[src/rtl/mem_arb_pkg.sv]
// Shared types and defaults for the two-port memory arbiter.
package mem_arb_pkg;

    localparam int ADDR_W_DEF = 32;
    localparam int DATA_W_DEF = 32;
    localparam int CNT_W_DEF  = 16;

    typedef enum logic [1:0] {
        IDLE   = 2'd0,
        WAIT_I = 2'd1,
        WAIT_D = 2'd2
    } state_e;

    typedef enum logic {
        GRANT_I = 1'b0,
        GRANT_D = 1'b1
    } grant_e;

endpackage

[src/rtl/mem_arb_rr.sv]
// Round-robin pick between fetch and data requesters; purely combinational.
module mem_arb_rr
    import mem_arb_pkg::*;
(
    input  logic iReq,
    input  logic dReq,
    input  logic lastGrant,
    output logic grantI,
    output logic grantD
);

    always_comb begin
        grantI = iReq;
        grantD = dReq;
        // On a conflict the port that did not win last time goes first.
        if (iReq && dReq) begin
            grantI = (lastGrant == GRANT_D);
            grantD = (lastGrant == GRANT_I);
        end
    end

endmodule

[src/rtl/mem_arbiter.sv]
// Shares one single-cycle RAM between fetch and data ports; grant is combinational
// in IDLE, reads return data exactly one cycle later, writes complete in the grant cycle.
module mem_arbiter
    import mem_arb_pkg::*;
#(
    parameter int ADDR_W = ADDR_W_DEF,
    parameter int DATA_W = DATA_W_DEF,
    parameter int CNT_W  = CNT_W_DEF
) (
    input  logic              clk,
    input  logic              reset,
    input  logic              iReq,
    input  logic [ADDR_W-1:0] iAddr,
    output logic              iReady,
    output logic              iRValid,
    output logic [DATA_W-1:0] iRData,
    input  logic              dReq,
    input  logic [ADDR_W-1:0] dAddr,
    input  logic [3:0]        dWMask,
    input  logic [DATA_W-1:0] dWData,
    output logic              dReady,
    output logic              dRValid,
    output logic [DATA_W-1:0] dRData,
    output logic [ADDR_W-1:0] ramAddr,
    output logic              ramRStrb,
    output logic [DATA_W-1:0] ramWData,
    output logic [3:0]        ramWMask,
    input  logic [DATA_W-1:0] ramRData,
    output logic [CNT_W-1:0]  conflictCount
);

    state_e           state_d, state_q;
    grant_e           last_d, last_q;
    logic [CNT_W-1:0] cnt_d, cnt_q;
    logic             idle, grant_i, grant_d, d_read, conflict;

    // Reset masks every grant and response in the same cycle it is asserted.
    assign idle     = (state_q == IDLE) && !reset;
    assign d_read   = (dWMask == 4'b0000);
    assign conflict = idle && iReq && dReq;

    mem_arb_rr u_rr (
        .iReq      (iReq && idle),
        .dReq      (dReq && idle),
        .lastGrant (last_q),
        .grantI    (grant_i),
        .grantD    (grant_d)
    );

    assign iReady   = grant_i;
    assign dReady   = grant_d;
    assign ramAddr  = grant_d ? dAddr : iAddr;
    assign ramRStrb = grant_i || (grant_d && d_read);
    assign ramWMask = grant_d ? dWMask : 4'b0000;
    assign ramWData = dWData;

    assign iRValid = (state_q == WAIT_I) && !reset;
    assign dRValid = (state_q == WAIT_D) && !reset;
    assign iRData  = ramRData;
    assign dRData  = ramRData;
    assign conflictCount = cnt_q;

    always_comb begin
        state_d = IDLE;
        last_d  = last_q;
        cnt_d   = cnt_q;
        if (grant_i) begin
            state_d = WAIT_I;
            last_d  = GRANT_I;
        end else if (grant_d) begin
            // Writes finish in the grant cycle, leaving IDLE free for a back-to-back grant.
            state_d = d_read ? WAIT_D : IDLE;
            last_d  = GRANT_D;
        end
        if (conflict && (cnt_q != {CNT_W{1'b1}})) begin
            cnt_d = cnt_q + 1'b1;
        end
    end

    always_ff @(posedge clk) begin
        if (reset) begin
            state_q <= IDLE;
            last_q  <= GRANT_D;
            cnt_q   <= '0;
        end else begin
            state_q <= state_d;
            last_q  <= last_d;
            cnt_q   <= cnt_d;
        end
    end

endmodule

[config.mk]
export PLATFORM = sky130hd
export DESIGN_NAME = mem_arbiter
export DESIGN_NICKNAME = d
export VERILOG_FILES = /design/src/rtl/mem_arb_pkg.sv /design/src/rtl/mem_arb_rr.sv /design/src/rtl/mem_arbiter.sv
export SDC_FILE = /design/constraint.sdc
export NUM_CORES = 1
export LEC_CHECK = 0
export BUFFER_PORTS_ARGS = -buffer_cell sky130_fd_sc_hd__buf_2
export CAP_MARGIN = 20
export CORE_AREA = 3 3 111 113
export CTS_CLUSTER_DIAMETER = 200
export CTS_CLUSTER_SIZE = 24
export DETAILED_ROUTE_END_ITERATION = 10
export DIE_AREA = 0 0 114 116
export PLACE_DENSITY = 0.55
export SKIP_LAST_GASP = 1
export SYNTH_ARGS = -nofsm -noshare
export SYNTH_HDL_FRONTEND = slang
export SYNTH_SLANG_ARGS = --single-unit
[constraint.sdc]
create_clock -name clk -period 2.8 [get_ports clk]
set_input_delay 0.14 -clock clk [delete_from_list [all_inputs] [get_ports clk]]
set_output_delay 0.14 -clock clk [all_outputs]
set_load 0.005 [all_outputs]
==> impl_results.md, run 1 <==
- N_diodes: 0
- Die area: 13200 um^2
- Depth of the worst hold-timing path: 3
- WP data required: 2.98 ns
- Worst hold path class: in -> reg
- Max-Cap Viols: 0
- Met2 wire length: between 3 and 4 mm
- Hold Slack: 0.205 ns
- Nature of the critical path endpoint: flip-flop
- Setup repair bufs after CTS: 0
- Post-synthesis compound-gate area fraction: 0.0778
- Post-layout min period: 2.10 ns
- Pre-CTS setup slack: 0.511 ns
- Mapped Nets: approximately 460
- Final setup vio count: 0
- Cts bufs inserted: 3
- Hold wc startpoint: iReq
- Status: completed
- Post-DP HPWL: 6.14 mm
- CTS tree: built
- Vias: 2136
- DRC: 0
- Period utilization: 0.750
- Insertion delay to the later sink of the worst-skew pair: 0.25 ns
- Startpoint types: flip-flop
- Clk network pwr share: 0.387
- R2R depth: 4
- Largest net degree at the start of global routing: 38
- YS warnings: 0
- Die X-Extent: between 100 and 150 um
- Hold endpoint: last_q$_SDFFE_PP1P_
- DRT Pass-1 Iters: 4
- Antenna violations before repair: 1
- Antenna-violating nets left: 0
- H-tree depth: 1
- CTS max path bufs: 2
- Hold Violations, Final: 0
- Sequential share of the synthesized area: 0.179
- Slew @ Worst Pin: 0.763 ns
- Layout cells sized above 1: 0.400
- Critical Path, Cell by Cell: or4b_4 > or4_4 > or3_1 > a21oi_1
- Final #Nets: 488
- Port Buffer Count: ~130
- Clk_skew: 0.00533 ns
- NetSw: around 0.00021 W
- Reg2reg start: state_q[1]$_SDFF_PP0_
- Iter 0 DRT Violations: between 100 and 150
- Syn_area_per_cell: roughly 6.6 um^2
- Crit path max fanout: 6
- Gp weighted congestion: between 0.8 and 0.9
- Layout area overhead: 8.49%
- DR WL/cell: 14.8 um
- Static leakage: 1.18 nW
- Mux cell area share after synthesis: 0.0153
- CP bufs+invs: 0
- # hold bufs at CTS: 0
- Slack of the critical path: approximately 0.70 ns
- Global-route wire length before repair: 10.9 mm
- Vias per inst: between 4 and 5
- CP peak stage delay: 0.60 ns
- Metal3 WL: between 800 and 900 um
- XOR/XNOR share of the synthesized area: 0
- Yosys reg bits: 19
- Starting Density: 0.186
- Syn Inst Count: 320
- Synthesized cell area: ~2100 um^2
- Wl on met1: 2.50 mm
- Flop-to-flop setup slack: 0.70 ns
- Final WL: 7.30 mm
- Post-CTS Resized: 0
- GR Overflow Total: 0
- Pwr per Cell Area: roughly 330 nW/um^2
- Clock Pin Slew Worst Setup and Hold Paths: 0.06 ns
- Critical Path AT: 2.28 ns
- Std-Cell Rows: 39
- Adder-Cell Fraction of Synth Area: 0.00590
- Crit-path slowest cell: or4b_4
- Worst r2r dst: conflictCount[13]$_SDFFE_PP0P_
- IO Count: 289
- Total negative setup slack: 0 ns
- Final-report max-slew violation count: 0
- Dpl cells: 488
- Relative slew slack: 0.486
- Max layer used: met5
- Vias in the first global route: roughly 2k
- Root Buffer: clkbuf_16
- Seq pwr share: 0.362
- Non-Filler Instances: 493
- GRT Util Overall: 0.103
- Combinational Power Share: 0.251
- Critical path's top delay family: simple AND/OR/NAND/NOR gates
- Pint: 0.000560 W
- Sw frac: 0.270
- RSZ-0062 raised after global routing: no
- Fmax achieved: 476 MHz
- Core area: 11400 um^2
- Die Ht: between 100 and 150 um
- Worst setup path class: reg -> reg
- Max rail drop VDD: about 230 uV
- Post-synthesis cell type count: 33
- Post-Synth Simple-Gate Area: 0.363
- Largest family of logic cells by synthesized area: simple AND/OR/NAND/NOR gates
- Clock sink total: 19
-- state kept, by name, summed over array words and instances (netlist names) --
register       count
last_q             1
conflictCount     16
state_q            2
-- through the flow --
stage	total power, W	instance area (um^2)	util
floorplan	0.000471	2120	-
global placement	0.000475	2200	0.193
detailed placement	0.000477	2200	0.193
CTS	0.000778	2280	0.200
global route	0.000816	2300	0.202
finish	0.000767	2300	0.202
-- worst max path at each step --
stage / from / to / slack (ns) / cells after the start
2_1_floorplan: state_q[1]$_SDFF_PP0_ / conflictCount[13]$_SDFFE_PP0P_ / 0.82 / 4
3_3_place_gp: reset / ramWMask[2] / 0.60 / 6
3_5_place_dp: reset / ramWMask[0] / 0.51 / 6
4_1_cts: state_q[0]$_SDFF_PP0_ / ramWMask[0] / 0.35 / 5
5_1_grt: state_q[1]$_SDFF_PP0_ / conflictCount[15]$_SDFFE_PP0P_ / 0.57 / 4
6_report: state_q[1]$_SDFF_PP0_ / conflictCount[13]$_SDFFE_PP0P_ / 0.70 / 4
-- logic make-up after synthesis --
group,Yosys count
compound gates,28
mux,3
fa+ha+maj,1
buf+inv,107
simple gates,162
flops,19
-- area by class of cell --
cell class              instances  area, um^2
inverters                       2        7.51
clock buffers                   3        75.1
fillers                      1336        9120
well taps                     143         179
multi-input cells             194         980
repair buffers                131         676
clock inverters                 1        5.00
flip-flops and latches         19         380
-- Yosys cell counts, drive strengths merged --
cell    count  area [um^2]
or3         5         31.3
and4        3         26.3
o21ai       7         35.0
o31ai       5         37.5
and3        3         18.8
nand3       7         35.0
ha          1         12.5
nor2b       3         18.8
nor3b       3         22.5
mux2i       1         10.0
or4         7         56.3
nor3        4         20.0
buf        96          721
mux2        2         22.5
nor4        4         25.0
inv         1         3.75
nand2     102          383
dfxtp      19          380
and2        4         25.0
o22ai       1         6.26
nor4b       2         23.8
clkbuf      9         33.8
nor2        7         26.3
or4b        1         13.8
a21oi      11         55.1
clkinv      1         3.75
nand2b      1         6.26
a31oi       2         12.5
a311oi      1         8.76
nand4       6         37.5
a221o       1         10.0
-- placed cells by master (no fill, tap or decap), types with 4 or more instances in the layout --
master	count
o21ai_0	7
a21oi_1	11
nand2_1	102
and2_1	4
or4_1	6
nand3_1	7
or3_1	5
buf_2	128
nor2_1	7
dfxtp_1	19
o31ai_1	5
nor3_1	4
nor4_1	4
nand4_1	6
-- worst register-to-register path, delay by kind of cell, from the launching register on --
family          cells  cell delay [ns]
flops               1             0.36
simple gates        3             1.54
compound gates      1             0.13
-- power by group through the flow --
stage	Clock [W]	Sequential, W	Combinational, W
after floorplan	0	0.000283	0.000188
final	0.000297	0.000278	0.000192
after global placement	0	0.000283	0.000191
after global routing	0.000320	0.000278	0.000217
after CTS	0.000306	0.000278	0.000195
after detailed placement	0	0.000284	0.000194
-- metal layers --
layer | vias up | global-route usage
met2 | 145 | 0.189
met3 | 4 | 0.0507
met4 | 2 | 0.0143
li1 | 1031 | -
met5 | - | 0
met1 | 954 | 0.109
Power figures use the tool's default switching activity.
==> inputs of run 2 (changes only) <==
ABC_AREA = 1   (was unset)
CORE_AREA = 3 3 113 115   (was 3 3 111 113)
DIE_AREA = 0 0 116 118   (was 0 0 114 116)
PLACE_DENSITY = 0.54   (was 0.55)
clock period = 2.1 ns   (was 2.8 ns; I/O delays follow)
==> run 2 against run 1 <==
  * Sequential power rose by 34%
  * Clock skew is 0.00053 ns higher
  * Design area up 4.1%
  * Sequential cell count unchanged
  * Global-route usage increased by 0.18 points
  * Wire length is 6.6% higher
  * Worst hold slack lost 0.063 ns
  * Largest power group unchanged
==> impl_results.md, run 2 <==
- Antenna-violating nets left: 0 (unchanged)
- Fmax achieved: 548 MHz
- Worst setup path class: reg -> out (was reg -> reg)
- Period utilization: 0.868
- DRC: 0 (unchanged)
- Startpoint types: flip-flop (unchanged)
- Clock sink total: 19 (unchanged)
- Insertion delay to the later sink of the worst-skew pair: 0.25 ns (about the same)
- Post-CTS Resized: 0 (unchanged)
- Non-Filler Instances: 555 (was 493)
- Dpl cells: 551 (was 488)
- Post-synthesis cell type count: 28 (was 33)
- CP bufs+invs: 2 (was 0)
- Total negative setup slack: 0 ns (unchanged)
- Static leakage: 1.32 nW (was 1.18 nW)
- Port Buffer Count: 128 (unchanged)
- Status: completed (unchanged)
- Slack of the critical path: 0.277 ns (was 0.700 ns)
- Layout area overhead: 5.91% (was 8.49%)
- Iter 0 DRT Violations: 82 (was 139)
- Setup repair bufs after CTS: 0 (unchanged)
- Register Area: 380 um^2 (unchanged)
- Top cell type by total area after synthesis: buf_4 (unchanged)
- Depth of the worst hold-timing path: 4 (was 3)
- Yosys reg bits: 19 (unchanged)
- Main synth FF type: dfxtp_1 (unchanged)
- CP peak stage delay: 0.34 ns (was 0.60 ns)
- WP data required: 2.00 ns (was 2.98 ns)
- Met1 Usage GRT: 0.119 (was 0.109)
- Yosys top cell area share: 0.318 (was 0.340)
- Most common cell after layout, fill and taps aside: nand2_1 (was buf_2)
- Cts bufs inserted: 3 (unchanged)
- FFs w/ async S/R, synth: 0 (unchanged)
- Vias per inst: 3.93 (was 4.33)
- Clk_skew: 0.00587 ns (was 0.00533 ns)
- Clock Pin Slew Worst Setup and Hold Paths: 0.05 ns (was 0.06 ns)
- Met3 Usage GRT: 0.0432 (was 0.0507)
- GRT Util Overall: 0.105 (was 0.103)
- IO Count: 289 (unchanged)
- Vias: 2182 (was 2136)
- Core area: 11900 um^2 (was 11400 um^2)
- Most frequent cells in the layout: nand2_1, buf_2, nor2_1, inv_1, dfxtp_1 (was buf_2, nand2_1, dfxtp_1, a21oi_1)
- Max rail drop VDD: 154 uV (was 225 uV)
- Crit-path most repeated cell: nand2_1
- Multi-input logic area: 988 um^2 (was 980 um^2)
- GR Overflow Total: 0 (unchanged)
- DR WL/cell: 14.0 um (was 14.8 um)
- CTS tree: built (unchanged)
- Critical Path, Cell by Cell: nor2_2 > nand3_2 > a21oi_4 > buf_4 > nand2_1 > nand2_1 > buf_2 (was or4b_4 > or4_4 > or3_1 > a21oi_1)
- Starting Density: 0.190 (was 0.186)
- Post-layout min period: 1.82 ns
- Nature of the critical path endpoint: output pin (was flip-flop)
- Final #Nets: 546 (was 488)
- Crit-path slowest cell: dfxtp_1 (was or4b_4)
- Final setup vio count: 0 (unchanged)
- Std-Cell Rows: 40 (was 39)
- # hold bufs at CTS: 0 (unchanged)
- Total power: 0.00104 W (was 0.000767 W)
- Gp weighted congestion: 0.785 (was 0.805)
- Layout cells sized above 1: 0.355 (was 0.400)
- Synthesized cell area: 2260 um^2 (was 2120 um^2)
- Relative slew slack: 0.641 (was 0.486)
- Post-DP HPWL: 6.76 mm (was 6.14 mm)
- Commonest cells post-synth: nand2_1, buf_4, nor2_1 (was nand2_1, buf_4, dfxtp_1)
- Global-route wire length before repair: 11.3 mm (was 10.9 mm)
- DRT Pass-1 Iters: 4 (unchanged)
- Syn_area_per_cell: 5.97 um^2 (was 6.63 um^2)
- Pwr per Cell Area: 436 nW/um^2 (was 333 nW/um^2)
- Crit path max fanout: 33 (was 6)
- Die area: 13700 um^2 (was 13200 um^2)
- Max-Cap Viols: 0 (unchanged)
- Max FFs per register: 16 (unchanged)
- Hold Violations, Final: 0 (unchanged)
- Busiest metal layer after global routing: met2 (unchanged)
- Ranking of synthesized cells by area: buf_4, nand2_1, dfxtp_1 (unchanged)
- Top-count cell post-synth: nand2_1 (unchanged)
- Slew @ Worst Pin: 0.538 ns (was 0.763 ns)
- R2R depth: 7 (was 4)
- Pre-CTS setup slack: 0.358 ns (was 0.511 ns)
- Critical Path AT: 1.72 ns (was 2.28 ns)
- RSZ-0062 raised after global routing: no (unchanged)
- Final-report max-slew violation count: 0 (unchanged)
- Root Buffer: clkbuf_16 (unchanged)
- Largest net degree at the start of global routing: 36 (was 38)
- Antenna violations before repair: 0 (was 1)
- CTS max path bufs: 2 (unchanged)
- M2 GR Usage: 0.187 (was 0.189)
- H-tree depth: 1 (unchanged)
- Sequential share of the synthesized area: 0.168 (was 0.179)
- Mapped Nets: 516 (was 457)
- Final WL: 7.78 mm (was 7.30 mm)
- CP Depth: 7 (was 4)
- Fill cells: 1436 (was 1336)
- N_diodes: 0 (unchanged)
- Die Ht: 118 um (was 116 um)
- Worst hold path class: in -> reg (unchanged)
- Vias in the first global route: 1957 (was 1994)
- Critical path's top delay family: simple AND/OR/NAND/NOR gates (unchanged)
- Post-synth EDFFs: 0 (unchanged)
- Die X-Extent: 116 um (was 114 um)
- YS warnings: 0 (unchanged)
- Syn Inst Count: 379 (was 320)
[run 2: cell types whose count changed in the layout (fill, tap and decap cells not counted), moves of 4 or more]
cell | previous run | this run
xor2_1 | 0 | 4
nand2_1 | 102 | 147
nor2_1 | 7 | 32
o31ai_1 | 5 | 1
or4_1 | 6 | 0
inv_1 | 1 | 25
or3_1 | 5 | 0
and2_1 | 4 | 0
[run 2: power by group]
group	leakage, nW	switching [W]	internal, W	total (W)
registers	0.154	0.00000549	0.000366	0.000372
clock network	0.0409	0.000146	0.000256	0.000402
logic	1.13	0.000148	0.000123	0.000271
[run 2: per-stage QoR]
stage / hold slack (ns) / cell area (um^2) / util
after floorplan: 0.221 / 2260 / -
after global placement: 0.210 / 2320 / 0.195
after detailed placement: 0.210 / 2320 / 0.195
after CTS: 0.138 / 2400 / 0.201
after global routing: 0.187 / 2400 / 0.201
final: 0.143 / 2400 / 0.201
[run 2: path summary, 6_finish.rpt]
check / start / to / slack, ns
worst max-delay path: state_q[1]$_SDFF_PP0_ / ramAddr[4] / 0.28
worst min-delay path: dWMask[2] / state_q[1]$_SDFF_PP0_ / 0.14
worst max register to register: conflictCount[0]$_SDFFE_PP0P_ / conflictCount[7]$_SDFFE_PP0P_ / 0.37
worst min register to register: conflictCount[1]$_SDFFE_PP0P_ / conflictCount[1]$_SDFFE_PP0P_ / 0.52
[run 2: kinds of logic (layout without fill, tap and decap cells)]
kind of cell	Yosys count	after routing	share of synthesized area
DFF	19	19	0.168
xor gates and xnor gates	6	6	0.0232
buffers and inverters	133	162	0.395
adders and majority gates	1	1	0.00553
and+or+nand+nor	202	202	0.359
AOI/OAI and AO/OA	18	18	0.0492
[run 2: worst reg2reg max path: cells and delay by family, from the launching register on]
| kind | cells | cell delay, ns |
|---|---|---|
| flip-flops | 1 | 0.39 |
| adder cells (fa/ha/maj) | 1 | 0.24 |
| AND/OR/NAND/NOR | 4 | 0.41 |
| AO/OA/AOI/OAI | 2 | 0.62 |
[run 2: layout make-up]
| class | instances | area share |
|---|---|---|
| multi-input combinational | 227 | 0.412 |
| timing repair buffer | 131 | 0.277 |
| sequential | 19 | 0.159 |
| tap | 147 | 0.0767 |
| inverter | 27 | 0.0423 |
| clock buffer | 3 | 0.0313 |
| clock inverter | 1 | 0.00209 |
[run 2: routing by layer]
layer,wire length (um),part of all wire,vias up
met1,2980,0.38,915
met2,3940,0.51,154
met3,847,0.11,2
li1,-,-,1111
met4,17,0.0022,0
met5,0,0,-
